**config.mk**
```make
export PLATFORM = sky130hd
export DESIGN_NAME = a2d_spi_responder
export DESIGN_NICKNAME = d
export VERILOG_FILES = /design/src/rtl/a2d_spi_responder.sv
export SDC_FILE = /design/constraint.sdc
export NUM_CORES = 1
export LEC_CHECK = 0
export ABC_AREA = 1
export CAP_MARGIN = 0
export CORE_MARGIN = 1.5
export CORE_UTILIZATION = 38
export CTS_CLUSTER_DIAMETER = 100
export CTS_CLUSTER_SIZE = 12
export DETAILED_ROUTE_END_ITERATION = 12
export HOLD_SLACK_MARGIN = 0.06
export PLACE_DENSITY = 0.78
export RECOVER_POWER = 100
export SYNTH_ARGS = -nofsm -noshare
export SYNTH_HDL_FRONTEND = slang
export SYNTH_SLANG_ARGS = --single-unit
export TNS_END_PERCENT = 20
```
**constraint.sdc**
```tcl
create_clock -name clk -period 1.31 [get_ports clk]
set_input_delay 0.262 -clock clk [delete_from_list [all_inputs] [get_ports clk]]
set_output_delay 0.262 -clock clk [all_outputs]
set_load 0.02 [all_outputs]
```
**src/rtl/a2d_spi_responder.sv**
```systemverilog
// SPI slave modelling an 8-channel, 12-bit A2D converter: each 16-bit frame replies
// with the conversion for the channel selected by the previous complete command.
module a2d_spi_responder #(
  parameter int SYNC_STAGES = 2
) (
  input  logic        clk,
  input  logic        rst,
  input  logic [95:0] chan_data,
  input  logic        SS_n,
  input  logic        SCLK,
  input  logic        MOSI,
  output logic        MISO,
  output logic        cmd_vld,
  output logic [15:0] last_cmd,
  output logic        frame_err
);

  localparam logic [1:0] IDLE   = 2'd0;
  localparam logic [1:0] SHIFT  = 2'd1;
  localparam logic [1:0] FINISH = 2'd2;

  logic [SYNC_STAGES-1:0] ss_q, sclk_q, mosi_q;
  logic                   ss_d, sclk_d;
  logic                   ss_s, sclk_s, mosi_s;
  logic                   ss_fall, ss_rise, sclk_fall, sclk_rise;

  logic [1:0]  state;
  logic [15:0] tx_shreg, rx_shreg;
  logic [4:0]  bit_cnt;
  logic [2:0]  ptr;
  logic        fall_pend;
  logic [11:0] chan [8];

  for (genvar g = 0; g < 8; g++) begin : g_chan
    assign chan[g] = chan_data[12*g +: 12];
  end

  // NOTE: the synchronizers and edge-detect flops are deliberately left out of reset:
  // they keep tracking the pins, so a master holding SS_n low across reset does not
  // look like a fresh SS_n fall when reset releases.
  always_ff @(posedge clk) begin
    ss_q   <= {ss_q[SYNC_STAGES-2:0], SS_n};
    sclk_q <= {sclk_q[SYNC_STAGES-2:0], SCLK};
    mosi_q <= {mosi_q[SYNC_STAGES-2:0], MOSI};
    ss_d   <= ss_s;
    sclk_d <= sclk_s;
  end

  assign ss_s      = ss_q[SYNC_STAGES-1];
  assign sclk_s    = sclk_q[SYNC_STAGES-1];
  assign mosi_s    = mosi_q[SYNC_STAGES-1];
  assign ss_fall   = ss_d & ~ss_s;
  assign ss_rise   = ~ss_d & ss_s;
  assign sclk_fall = sclk_d & ~sclk_s;
  assign sclk_rise = ~sclk_d & sclk_s;

  assign MISO = ~ss_s & tx_shreg[15];

  // NOTE: all state updates use non-blocking assignments so every flop samples
  // the pre-edge values regardless of statement order.
  always_ff @(posedge clk) begin
    if (rst) begin
      state     <= IDLE;
      tx_shreg  <= '0;
      rx_shreg  <= '0;
      bit_cnt   <= '0;
      ptr       <= '0;
      last_cmd  <= '0;
      cmd_vld   <= 1'b0;
      frame_err <= 1'b0;
      fall_pend <= 1'b0;
    end else begin
      cmd_vld   <= 1'b0;
      frame_err <= 1'b0;
      case (state)
        IDLE: begin
          if (ss_fall || fall_pend) begin
            tx_shreg  <= {4'h0, chan[ptr]};
            rx_shreg  <= '0;
            bit_cnt   <= '0;
            fall_pend <= 1'b0;
            state     <= SHIFT;
          end
        end
        SHIFT: begin
          // SS_n rise takes priority: a coincident SCLK edge belongs to no bit.
          if (ss_rise) begin
            state <= FINISH;
          end else if (sclk_rise) begin
            rx_shreg <= {rx_shreg[14:0], mosi_s};
            if (bit_cnt != 5'd31) bit_cnt <= bit_cnt + 5'd1;
          end else if (sclk_fall && bit_cnt != 5'd0) begin
            tx_shreg <= {tx_shreg[14:0], 1'b0};
          end
        end
        FINISH: begin
          if (bit_cnt == 5'd16) begin
            ptr      <= rx_shreg[13:11];
            last_cmd <= rx_shreg;
            cmd_vld  <= 1'b1;
          end else begin
            frame_err <= 1'b1;
          end
          if (ss_fall) fall_pend <= 1'b1;
          state <= IDLE;
        end
        default: state <= IDLE;
      endcase
    end
  end

endmodule

```
---- Word-level counts from Yosys, hierarchy flattened ----
Cells that the tools add are included.
cells by class
  reductions and logical operators ........ 13
  equality and inequality tests ........... 12
  add/sub/neg operators ................... 1
  $lt $le $gt $ge ......................... 1
  bitwise gates (word level) .............. 11
  muxes and demuxes ....................... 25
operators with widths
  kind                                                             number
  16-bit 2-to-1 mux                                                7
  16-bit one-hot mux with 2 select lines                           2
  12-bit binary-select mux with 3-bit select                       1
  12-bit 2-to-1 mux                                                2
  5-bit 2-to-1 mux                                                 4
  2-bit inequality test, second input constant                     8
  5-bit one-hot mux with 2 select lines                            1
  5-bit AND reduction                                              2
  5-bit by 1-bit adder with 5-bit output, second input constant    1
  1-bit bitwise AND                                                5
  5-bit == test, second input constant                             1
  5-bit inequality test, second input constant                     1
  1-bit inverter                                                   5
  5-bit nonzero test                                               1
  4-bit greater-or-equal comparator, second input constant         1
  1-bit 2-to-1 mux                                                 4
  2-bit 2-to-1 mux                                                 2
  3-bit inverter with 4-bit output                                 1
  2-bit one-hot mux with 2 select lines                            1
  2-bit AND reduction                                              2
  4-bit AND reduction                                              1
  2-bit nonzero test                                               2
  3-bit AND reduction                                              1
  2-bit by 1-bit == test with 1-bit output, second input constant  1
  other kinds (6)                                                  6
storage, ports and cells
  bits in registers ....................... 69
  output and inout bits ................... 19

---- Depth between registers and ports, before layout ----
Gate-level depths: netlist of run 1.
  word-level depth ........................ 7
  gate-level depth with buffers ........... 10
  mapped depth without buffers ............ 10

---- Worst setup path after synthesis of run 1 ----
Ideal clock, no wire load.
  path type ............................... reg2reg
  from .................................... reg last_cmd[11] (netlist name)
  to ...................................... reg tx_shreg[5]
  setup slack ............................. -0.160 ns
  data required time ...................... 1.178 ns
  data arrival time ....................... 1.338 ns
  buffers on the path ..................... 3
  stages on the path, launching flop included .. 11
  cell sequence ........................... dfxtp_1 -> clkbuf_1 -> inv_1 -> buf_4 -> buf_2 -> nand2_1 -> nand3_1 -> nand3_1 -> nand3_1 -> nand2_1 -> a21oi_1
RTL lines
  what                  RTL line  source
  to (signal assigned)  78        tx_shreg <= {4'h0, chan[ptr]};
  to (signal assigned)  93        tx_shreg <= {tx_shreg[14:0], 1'b0};
  to (decl)             28        logic [15:0] tx_shreg, rx_shreg;

---- Worst setup path in the final report of run 1 ----
  from .................................... reg bit_cnt[0]
  to ...................................... reg bit_cnt[3]
on the way
  cells in the longest elaborated chain, start to end .. 5
  elaborated cells between the ends (all ways) .. 8
ends and longest elaborated chain
  what                                    RTL line  source
  from (decl)                             29        logic [4:0] bit_cnt;
  from (signal assigned)                  91        if (bit_cnt != 5'd31) bit_cnt <= bit_cnt + 5'd1;
  5-bit by 1-bit adder with 5-bit output  91
  5-bit 2-to-1 mux                        91
  5-bit 2-to-1 mux                        89        end else if (sclk_rise) begin
  5-bit 2-to-1 mux                        87        if (ss_rise) begin
  5-bit one-hot mux with 2 select lines   75        case (state)
Parallel ways exist; a longest one is shown, timed or not. The select of a mux whose other input is x is not followed.
A chain may end at the register's enable or synchronous reset.

==> results of run 1 <==
layer usage:
metal / global-route usage (%) / vias up
met5: 0 / -
met4: 9.70 / 0
met3: 4.26 / 28
met2: 36.8 / 116
met1: 23.4 / 1725
li1: - / 1950
area by class of cell:
class | count | area, um^2 | share of cell area (%)
Clock buffer | 9 | 124 | 2.38
Timing Repair Buffer | 147 | 1540 | 29.6
Clock inverter | 7 | 100 | 1.93
Tap cell | 108 | 135 | 2.60
Multi-Input combinational cell | 387 | 1820 | 35.0
Sequential cell | 66 | 1330 | 25.6
Inverter | 39 | 149 | 2.86
worst min-delay path by stage:
stage           endpoint  startpoint  slack, ns  cells past startpoint
2_1_floorplan  mosi_q[0]        MOSI       0.29                      0
3_3_place_gp   mosi_q[1]   mosi_q[0]       0.31                      0
3_5_place_dp   sclk_q[1]   sclk_q[0]       0.32                      0
4_1_cts        sclk_q[1]   sclk_q[0]       0.34                      0
5_1_grt        sclk_q[1]   sclk_q[0]       0.34                      0
6_report       sclk_q[1]   sclk_q[0]       0.33                      0
power by group:
part	leakage, nW	total, W	internal [W]	switching, W
registers	0.543	0.00218	0.00213	0.0000528
clock network	0.116	0.00193	0.00109	0.000835
logic	1.52	0.000915	0.000495	0.000420
cells in the final DEF, fill, tap and decap left out, types with 3 or more instances in the layout:
cell type and instances:
inv_1 32, nor2_2 3, o21ai_1 10, nand2_1 133, a21oi_1 48, nand2_2 5, buf_4 16, clkdlybuf4s50_1 97
dfxtp_1 61, clkdlybuf4s15_1 8, nor2_1 58, dlygate4sd2_1 7, inv_2 6, dlygate4sd3_1 3, o21ai_0 31, dfxtp_2 3
buf_12 9, nand3_1 83, clkbuf_8 9, o21ai_2 4
metrics by stage:
step / total power, W / worst slack [ns]
floorplan: 0.00263 / -0.0416
global placement: 0.00307 / -0.0641
detailed placement: 0.00310 / -0.188
CTS: 0.00503 / -0.151
global route: 0.00526 / -0.255
finish: 0.00502 / -0.197
sequential cells by signal, indices dropped and copies added (netlist names):
register and count:
bit_cnt 5, cmd_vld 1, fall_pend 1, frame_err 1
last_cmd 16, mosi_q 2, rx_shreg 16, sclk_d 1
sclk_q 2, ss_d 1, ss_q 2, state 2
tx_shreg 16
what timing repair did:
| action | 4_1_cts | 5_1_grt |
|---|---|---|
| pin swaps | 0 | 6 |
| buffers inserted | 0 | 2 |
| hold buffers | 0 | 0 |
| cloned | 0 | 3 |
| gates resized for setup | 37 | 43 |
| setup endpoints to repair | 73 | 64 |
cells by family (layout without fill, tap and decap cells):
group | count (synthesis) | in the layout | share of synthesized area, %
AOI/OAI and AO/OA | 94 | 94 | 14.0
adders and majority gates | 3 | 3 | 1.12
buffers and inverters | 75 | 202 | 9.35
DFF | 66 | 66 | 39.3
and+or+nand+nor | 289 | 290 | 36.2
==> flow_metrics.env, run 1 <==
export IMPL_tightest_slew_ns=0.400
export IMPL_setup_viol=50
export IMPL_slowest_stage="dfxtp_4"
export IMPL_h_tree_depth=3
export IMPL_wl_met1_mm=4.08
export IMPL_area_growth_pct=54.8
export IMPL_yosysUniqueCellTypes=18
export IMPL_fin_ws_ns=-0.197
export IMPL_min_period_over_period_pct=115
export IMPL_dp_hpwl_mm=6.98
export IMPL_netlist_area_mm2=0.00336
export IMPL_hold_violations=0
export IMPL_rows=34
export IMPL_final_min_clock_period_ns=1.51
export IMPL_maxCapViolations=0
export IMPL_track_usage_pct=20.6
export IMPL_grt_max_degree=49
export IMPL_utilization_pct=60.2
export IMPL_cp_common_cell="nand2_1"
export IMPL_synthArstFlopShare_pct=0
export IMPL_p_leak_nw=2.17
export IMPL_die_area_mm2=0.00941
export IMPL_slowest_delay_ns=0.37
export IMPL_cts_made_buffers=9
export IMPL_ir_drop_mv=0.750
export IMPL_post_drt_wl_per_cell_um=13.4
export IMPL_wl_met2_mm=5.17
export IMPL_ys_flop_type="dfxtp_1"
export IMPL_initial_core_util_pct=38.9
export IMPL_final_area_mm2=0.00520
export IMPL_critPathBufInv=1
export IMPL_antenna_found_initial=0
export IMPL_crit_family="simple AND/OR/NAND/NOR gates"
export IMPL_reg2reg_slack_ns=-0.20
export IMPL_io_pins=120
export IMPL_dp_cells=742
export IMPL_startpoint="bit_cnt[0]"
export IMPL_slew_headroom_pct=73.3
export IMPL_status="finished with violations"
export IMPL_postSynthCellCount=527
export IMPL_nFillCells=769
export IMPL_gp_congestion=0.831
export IMPL_die_h_um=97.0
export IMPL_post_route_drc_count=0
export IMPL_clock_root_buffer="clkbuf_8"
export IMPL_clkTransAtPathRegs_ns=0.08
export IMPL_top_layer_used="met4"
export IMPL_required_ns=1.56
export IMPL_crit_path_end="bit_cnt[3]"
export IMPL_crit_cells=10
export IMPL_grt_pass1_wl_mm=16.0
export IMPL_fmax_mhz=664
export IMPL_power_density_mw_per_mm2=966
export IMPL_wl_met3_um=582
export IMPL_crit_fanout=5
export IMPL_timing_rr_end="bit_cnt[3]"
export IMPL_vias_per_cell=5.01
export IMPL_grt_overflow=0
export IMPL_clock_sinks=66
export IMPL_syn_avg_cell_area_um2=6.37
export IMPL_cts_buffer_depth=2
export IMPL_syn_nets=631
export IMPL_yosysMostFrequentCell="nand2_1"
export IMPL_synth_top_area_share_pct=39.3
export IMPL_worst_ep_arrival_time_ns=1.75
export IMPL_yosys_warnings=0
export IMPL_routed_wl_mm=10.2
export IMPL_yosysTopAreaCell="dfxtp_1"
export IMPL_synth_seq_area_share_pct=39.3
export IMPL_critical_path_class="flip-flop to flip-flop"
export IMPL_stdcell_count=763
export IMPL_clock_latency_ns=0.35
export IMPL_tns_ns=-5.20
export IMPL_synth_edf_count=0
export IMPL_tritoncts="done"
export IMPL_yosys_top_cells_count="nand2_1 (133), nand3_1 (85), dfxtp_1 (66)"
export IMPL_critPathCaptureType="flip-flop"
export IMPL_worstPathCellList="ha_4 -> inv_2 -> nor3_2 -> ha_2 -> o21ai_2 -> nand2_2 -> nor2_2 -> nand2_1 -> nand2_1 -> nor2_1"
export IMPL_die_x_um=97.0
export IMPL_violations="negative setup slack"
export IMPL_port_buffers=119
export IMPL_first_iter_violations=230
export IMPL_drive_gt1_share_pct=12.5
export IMPL_hold_slack_ns=0.333
export IMPL_synth_area_leaders="dfxtp_1 (39%), nand2_1 (15%), nand3_1 (13%)"
export IMPL_first_global_vias=3560
export IMPL_drt_pass1_iterations=4
export IMPL_placed_area_mm2=0.00480
export IMPL_rsz0062_at_grt="yes"
export IMPL_nNetsFinal=754
export IMPL_clock_skew_ns=0.00961
export IMPL_vias=3819
export IMPL_core_area_mm2=0.00864
export IMPL_slew_viol_final=0
export IMPL_rr_startpoint="bit_cnt[0]"
export IMPL_hold_class="flip-flop to flip-flop"
export IMPL_reg2reg_depth=10
export IMPL_synth_seq_cells=66
export IMPL_ant_nets=0
export IMPL_startpoint_type="flip-flop"
export IMPL_antenna_cells=0
Power figures use the tool's default switching activity.
==> inputs of run 2 (changes only) <==
--- a/config.mk
+++ b/config.mk
@@ -15,6 +15,7 @@
 export HOLD_SLACK_MARGIN = 0.06
 export PLACE_DENSITY = 0.78
 export RECOVER_POWER = 100
+export REMOVE_ABC_BUFFERS = 1
 export SYNTH_ARGS = -nofsm -noshare
 export SYNTH_HDL_FRONTEND = slang
 export SYNTH_SLANG_ARGS = --single-unit
==> run 2 against run 1 <==
Compared with the run above:
- the run still ends with negative setup slack left
- sequential cell count unchanged
- setup slack worse by 0.066 ns
- sequential share of layout area down 1.5 points
- wire length up 9.6%
- core utilization up 3.5 points
- clock power down 2%
- highest routed layer unchanged
==> flow_metrics.env, run 2 (synthesized netlist as in run 1, its figures left out) <==
export IMPL_nNetsFinal=773
export IMPL_io_pins=120
export IMPL_maxCapViolations=0
export IMPL_worst_ep_arrival_time_ns=1.84
export IMPL_first_global_vias=3688
export IMPL_final_min_clock_period_ns=1.57
export IMPL_final_common_cell="nand2_1"
export IMPL_stdcell_count=782
export IMPL_post_route_drc_count=0
export IMPL_nFillCells=728
export IMPL_wl_met3_um=582
export IMPL_status="finished with violations"
export IMPL_drt_pass1_iterations=5
export IMPL_drive_gt1_share_pct=18.8
export IMPL_top_layer_used="met4"
export IMPL_clock_skew_ns=0.00473
export IMPL_antenna_found_initial=0
export IMPL_placed_area_mm2=0.00488
export IMPL_area_growth_pct=63.7
export IMPL_top_regs="last_cmd (16), rx_shreg (16), tx_shreg (16)"
export IMPL_ir_drop_mv=0.789
export IMPL_clock_sinks=66
export IMPL_first_iter_violations=289
export IMPL_mostFrequentLayoutCells="nand2_1 (128), clkdlybuf4s50_1 (97), nand3_1 (82)"
export IMPL_cts_made_buffers=9
export IMPL_utilization_pct=63.7
export IMPL_port_buffers=119
export IMPL_critical_path_class="flip-flop to flip-flop"
export IMPL_ant_nets=0
export IMPL_startpoint_type="flip-flop"
export IMPL_power_density_mw_per_mm2=936
export IMPL_hold_class="flip-flop to flip-flop"
export IMPL_slowest_delay_ns=0.34
export IMPL_slowest_stage="dfxtp_2"
export IMPL_track_usage_pct=21.5
export IMPL_post_drt_wl_per_cell_um=14.3
export IMPL_critPathCaptureType="flip-flop"
export IMPL_slew_headroom_pct=80.7
export IMPL_final_area_mm2=0.00550
export IMPL_clkTransAtPathRegs_ns=0.07
export IMPL_grt_pass1_wl_mm=16.9
export IMPL_clock_latency_ns=0.34
export IMPL_vias_per_cell=5.17
export IMPL_wl_met1_mm=4.60
export IMPL_tightest_slew_ns=0.288
export IMPL_fin_ws_ns=-0.262
export IMPL_routed_wl_mm=11.2
export IMPL_gp_congestion=0.918
export IMPL_hold_violations=0
export IMPL_setup_viol=53
export IMPL_dp_hpwl_mm=6.92
export IMPL_antenna_cells=0
export IMPL_clock_root_buffer="clkbuf_8"
export IMPL_rows=34
export IMPL_tritoncts="done"
export IMPL_grt_overflow=0
export IMPL_crit_fanout=8
export IMPL_grt_max_degree=34
export IMPL_cts_buffer_depth=2
export IMPL_slew_viol_final=0
export IMPL_reg2reg_depth=8
export IMPL_p_leak_nw=2.30
export IMPL_die_x_um=97.0
export IMPL_core_area_mm2=0.00864
export IMPL_dp_cells=750
export IMPL_wl_met2_mm=5.78
export IMPL_required_ns=1.58
export IMPL_seq_area_mm2=0.00133
export IMPL_initial_core_util_pct=38.9
export IMPL_multi_input_area_mm2=0.00193
export IMPL_min_period_over_period_pct=120
export IMPL_vias=4043
export IMPL_violations="negative setup slack"
export IMPL_die_area_mm2=0.00941
export IMPL_fmax_mhz=636
export IMPL_die_h_um=97.0
export IMPL_worstPathCellList="inv_2 -> ha_4 -> nand3_4 -> nor3_4 -> buf_4 -> clkbuf_16 -> o21ai_1 -> a21oi_1"
export IMPL_hold_slack_ns=0.330
export IMPL_h_tree_depth=3
export IMPL_rsz0062_at_grt="yes"
export IMPL_hold_depth=0
-- run 2: cell types whose count changed in the layout (fill, tap and decap cells not counted), moves of 4 or more --
cell	previous run	this run
clkbuf_1	0	4
nor2_2	3	8
o21ai_1	10	16
o21ai_0	31	24
a21oi_1	48	36
a21oi_2	1	13
nor2_1	58	50
buf_4	16	26
nand2_1	133	128
-- run 2: critical path, delay by kind of cell (launching register included) --
family | cells | cell delay [ns]
and+or+nand+nor | 2 | 0.39
DFF | 1 | 0.34
AOI/OAI and AO/OA | 2 | 0.23
buffers and inverters | 3 | 0.39
adders and majority gates | 1 | 0.14
-- run 2: worst paths after layout --
path                   start           end  slack, ns
hold reg to reg      ss_q[0]       ss_q[1]       0.33
setup reg to reg  bit_cnt[0]  last_cmd[13]      -0.26
setup / recovery  bit_cnt[0]  last_cmd[13]      -0.26
hold / removal       ss_q[0]       ss_q[1]       0.33
-- run 2: routing by layer --
layer / vias to the layer above / track usage, %
met4: 0 / 7.69
met3: 23 / 4.99
li1: 1993 / -
met2: 143 / 37.3
met1: 1884 / 25.9
met5: - / 0
-- run 2: layout make-up --
cell class              count  share of cell area [%]
multi-input cells         387                    35.0
flip-flops and latches     66                    24.2
clock inverters             6                    1.46
repair buffers            166                    31.5
clock buffers              10                    2.50
inverters                  39                    2.87
well taps                 108                    2.46
-- run 2: where the power goes --
group          leakage (nW)  switching (W)  internal [W]
combinational          1.64       0.000497      0.000578
clock                 0.116       0.000778       0.00111
sequential            0.543      0.0000511       0.00213
-- run 2: what timing repair did --
action | CTS | global route
resized for setup | 57 | 77
setup buffers | 2 | 7
setup endpoints to repair | 73 | 62
hold buffers | 0 | 0
pin swaps | 5 | 13
gates cloned | 1 | 6
-- run 2: per-stage QoR --
step                      worst slack, ns  power, W  TNS, ns
after floorplan                     -1.36   0.00259   -38.03
after global placement             -0.154   0.00309    -2.48
after detailed placement           -0.248   0.00312    -6.21
after CTS                          -0.120   0.00501    -2.45
after global routing               -0.350   0.00538   -10.50
final                              -0.262   0.00515    -5.79
==> inputs of run 3 (changes only) <==
--- a/config.mk
+++ b/config.mk
@@ -5,7 +5,7 @@
 export SDC_FILE = /design/constraint.sdc
 export NUM_CORES = 1
 export LEC_CHECK = 0
-export ABC_AREA = 1
+export ABC_AREA = 0
 export CAP_MARGIN = 0
 export CORE_MARGIN = 1.5
 export CORE_UTILIZATION = 38
==> run 3 against run 2 <==
Compared with the run above:
- the run still ends with negative setup slack left
- global-route usage up 0.29 points
- fmax down 13%
- via count down 13%
- clock power down 8%
==> flow_metrics.env, run 3 <==
export IMPL_synth_top_area_share_pct=39.3
export IMPL_violations="negative setup slack"
export IMPL_final_common_cell="clkdlybuf4s50_1"
export IMPL_area_growth_pct=61.8
export IMPL_hold_class="input pin to flip-flop"
export IMPL_hold_slack_ns=0.256
export IMPL_synth_seq_cells=66
export IMPL_hold_depth=2
export IMPL_reg2reg_slack_ns=-0.51
export IMPL_crit_fanout=4
export IMPL_post_drt_wl_per_cell_um=16.1
export IMPL_cts_buffer_depth=2
export IMPL_reg2reg_depth=7
export IMPL_gp_congestion=0.829
export IMPL_cts_made_buffers=9
export IMPL_final_area_mm2=0.00544
export IMPL_initial_core_util_pct=38.9
export IMPL_rows=34
export IMPL_rsz0062_at_grt="yes"
export IMPL_required_ns=1.61
export IMPL_placed_area_mm2=0.00494
export IMPL_netlist_area_mm2=0.00336
export IMPL_synth_seq_area_share_pct=39.3
export IMPL_post_route_drc_count=0
export IMPL_tritoncts="done"
export IMPL_antenna_cells=0
export IMPL_cp_common_cell="ha_4"
export IMPL_fmax_mhz=550
export IMPL_first_global_vias=3553
export IMPL_syn_avg_cell_area_um2=9.04
export IMPL_ir_drop_mv=0.583
export IMPL_final_min_clock_period_ns=1.82
export IMPL_maxCapViolations=0
export IMPL_nNetsFinal=627
export IMPL_stdcell_count=636
export IMPL_critical_path_class="flip-flop to flip-flop"
export IMPL_crit_cells=7
export IMPL_yosys_top_cells_count="dfxtp_1 (66), mux2i_1 (64), a21oi_1 (49)"
export IMPL_clock_root_buffer="clkbuf_8"
export IMPL_synth_simple_area_share_pct=14.0
export IMPL_clkTransAtPathRegs_ns=0.08
export IMPL_drt_pass1_iterations=4
export IMPL_critPathCaptureType="flip-flop"
export IMPL_slew_headroom_pct=71.8
export IMPL_dp_hpwl_mm=7.13
export IMPL_synth_xor_xnor_area_share_pct=0
export IMPL_yosys_warnings=0
export IMPL_fin_ws_ns=-0.507
export IMPL_nFillCells=699
export IMPL_hold_violations=0
export IMPL_p_leak_nw=1.98
export IMPL_die_area_mm2=0.00942
export IMPL_grt_overflow=0
export IMPL_track_usage_pct=21.8
export IMPL_slowest_delay_ns=0.52
export IMPL_antenna_found_initial=0
export IMPL_crit_family="simple AND/OR/NAND/NOR gates"
export IMPL_power_w=0.00479
export IMPL_slowest_stage="or4_4"
export IMPL_grt_pass1_wl_mm=16.7
export IMPL_yosys_mux_area_fraction_pct=19.0
export IMPL_critPathBufInv=0
export IMPL_core_area_mm2=0.00864
export IMPL_status="finished with violations"
export IMPL_vias_per_cell=5.50
export IMPL_first_iter_violations=145
export IMPL_yosysMostFrequentCell="dfxtp_1"
export IMPL_dp_cells=613
export IMPL_vias=3498
export IMPL_tightest_slew_ns=0.423
export IMPL_synth_top_family_by_area="compound AO/OA/AOI/OAI gates"
export IMPL_h_tree_depth=3
export IMPL_io_pins=120
export IMPL_synth_edf_count=0
export IMPL_worst_ep_arrival_time_ns=2.12
export IMPL_ant_nets=0
export IMPL_yosysUniqueCellTypes=37
export IMPL_clock_latency_ns=0.36
export IMPL_routed_wl_mm=10.3
export IMPL_die_x_um=97.1
export IMPL_die_h_um=97.1
export IMPL_startpoint_type="flip-flop"
export IMPL_tns_ns=-13.86
export IMPL_clock_sinks=66
export IMPL_clock_skew_ns=0.00984
export IMPL_synth_area_leaders="dfxtp_1 (39%), mux2i_1 (19%), a21oi_1 (7.3%)"
export IMPL_synthAdderAreaFrac_pct=1.12
export IMPL_port_buffers=119
export IMPL_yosysTopAreaCell="dfxtp_1"
export IMPL_drive_gt1_share_pct=23.7
export IMPL_ys_flop_type="dfxtp_1"
export IMPL_worstPathCellList="ha_4 -> and3_4 -> ha_4 -> nor3b_4 -> nor2_4 -> or4_4 -> a21oi_2"
export IMPL_synthArstFlopShare_pct=0
export IMPL_postSynthCellCount=372
export IMPL_synth_compound_area_share_pct=20.6
export IMPL_setup_viol=60
export IMPL_mostFrequentLayoutCells="clkdlybuf4s50_1 (96), mux2i_1 (63), dfxtp_1 (59)"
export IMPL_hold_buffers=0
export IMPL_grt_max_degree=24
export IMPL_slew_viol_final=0
export IMPL_power_density_mw_per_mm2=881
export IMPL_min_period_over_period_pct=139
export IMPL_top_regs="last_cmd (16), rx_shreg (16), tx_shreg (16)"
run 3: through the flow:
stage	utilization [%]	worst slack, ns
2_1_floorplan	-	-1.48
3_3_place_gp	57.2	-0.572
3_5_place_dp	57.2	-0.643
4_1_cts	61.6	-0.471
5_1_grt	63.0	-0.570
6_report	63.0	-0.507
run 3: final timing paths:
check,endpoint,from
setup reg to reg,bit_cnt[3],bit_cnt[0]
setup / recovery,bit_cnt[3],bit_cnt[0]
hold reg to reg,ss_q[1],ss_q[0]
hold / removal,last_cmd[4],rst
run 3: cell families (layout without fill, tap and decap cells):
| logic type | Yosys count | in the layout |
|---|---|---|
| flip-flops | 66 | 66 |
| multiplexers | 64 | 64 |
| AND/OR/NAND/NOR | 85 | 86 |
| adder cells (fa/ha/maj) | 3 | 3 |
| buffers and inverters | 40 | 195 |
| AO/OA/AOI/OAI | 114 | 114 |
run 3: worst reg2reg max path, cell delays in order, from the launching register on:
cell and delay (ns):
dfxtp_2 0.34, ha_4 0.16, and3_4 0.15, ha_4 0.16
nor3b_4 0.24, nor2_4 0.06, or4_4 0.52, a21oi_2 0.14
run 3: metal layers:
layer | wire length, um | up-vias | track usage, %
li1 | - | 1695 | -
met1 | 4010 | 1626 | 24.6
met2 | 5230 | 148 | 37.9
met3 | 660 | 29 | 6.04
met4 | 360 | 0 | 10.4
met5 | 0 | - | 0
run 3: repair_timing:
action,4_1_cts,5_1_grt
endpoints found under the setup margin,75,71
gates cloned,2,0
buffers inserted,5,2
pin swaps,14,25
gates resized for setup,86,40
run 3: where the power goes:
group	switching (W)	internal, W	total (W)
registers	0.0000519	0.00207	0.00212
clock network	0.000842	0.000889	0.00173
logic	0.000404	0.000536	0.000940
total	0.00130	0.00349	0.00479
run 3: area by class of cell:
class / instances / area [um^2] / share of cell area (%)
Multi-Input combinational cell: 267 / 2080 / 38.3
Timing Repair Buffer: 174 / 1670 / 30.7
Clock inverter: 7 / 76.3 / 1.40
Tap cell: 108 / 135 / 2.48
Inverter: 5 / 21.3 / 0.391
Clock buffer: 9 / 124 / 2.28
Sequential cell: 66 / 1330 / 24.5
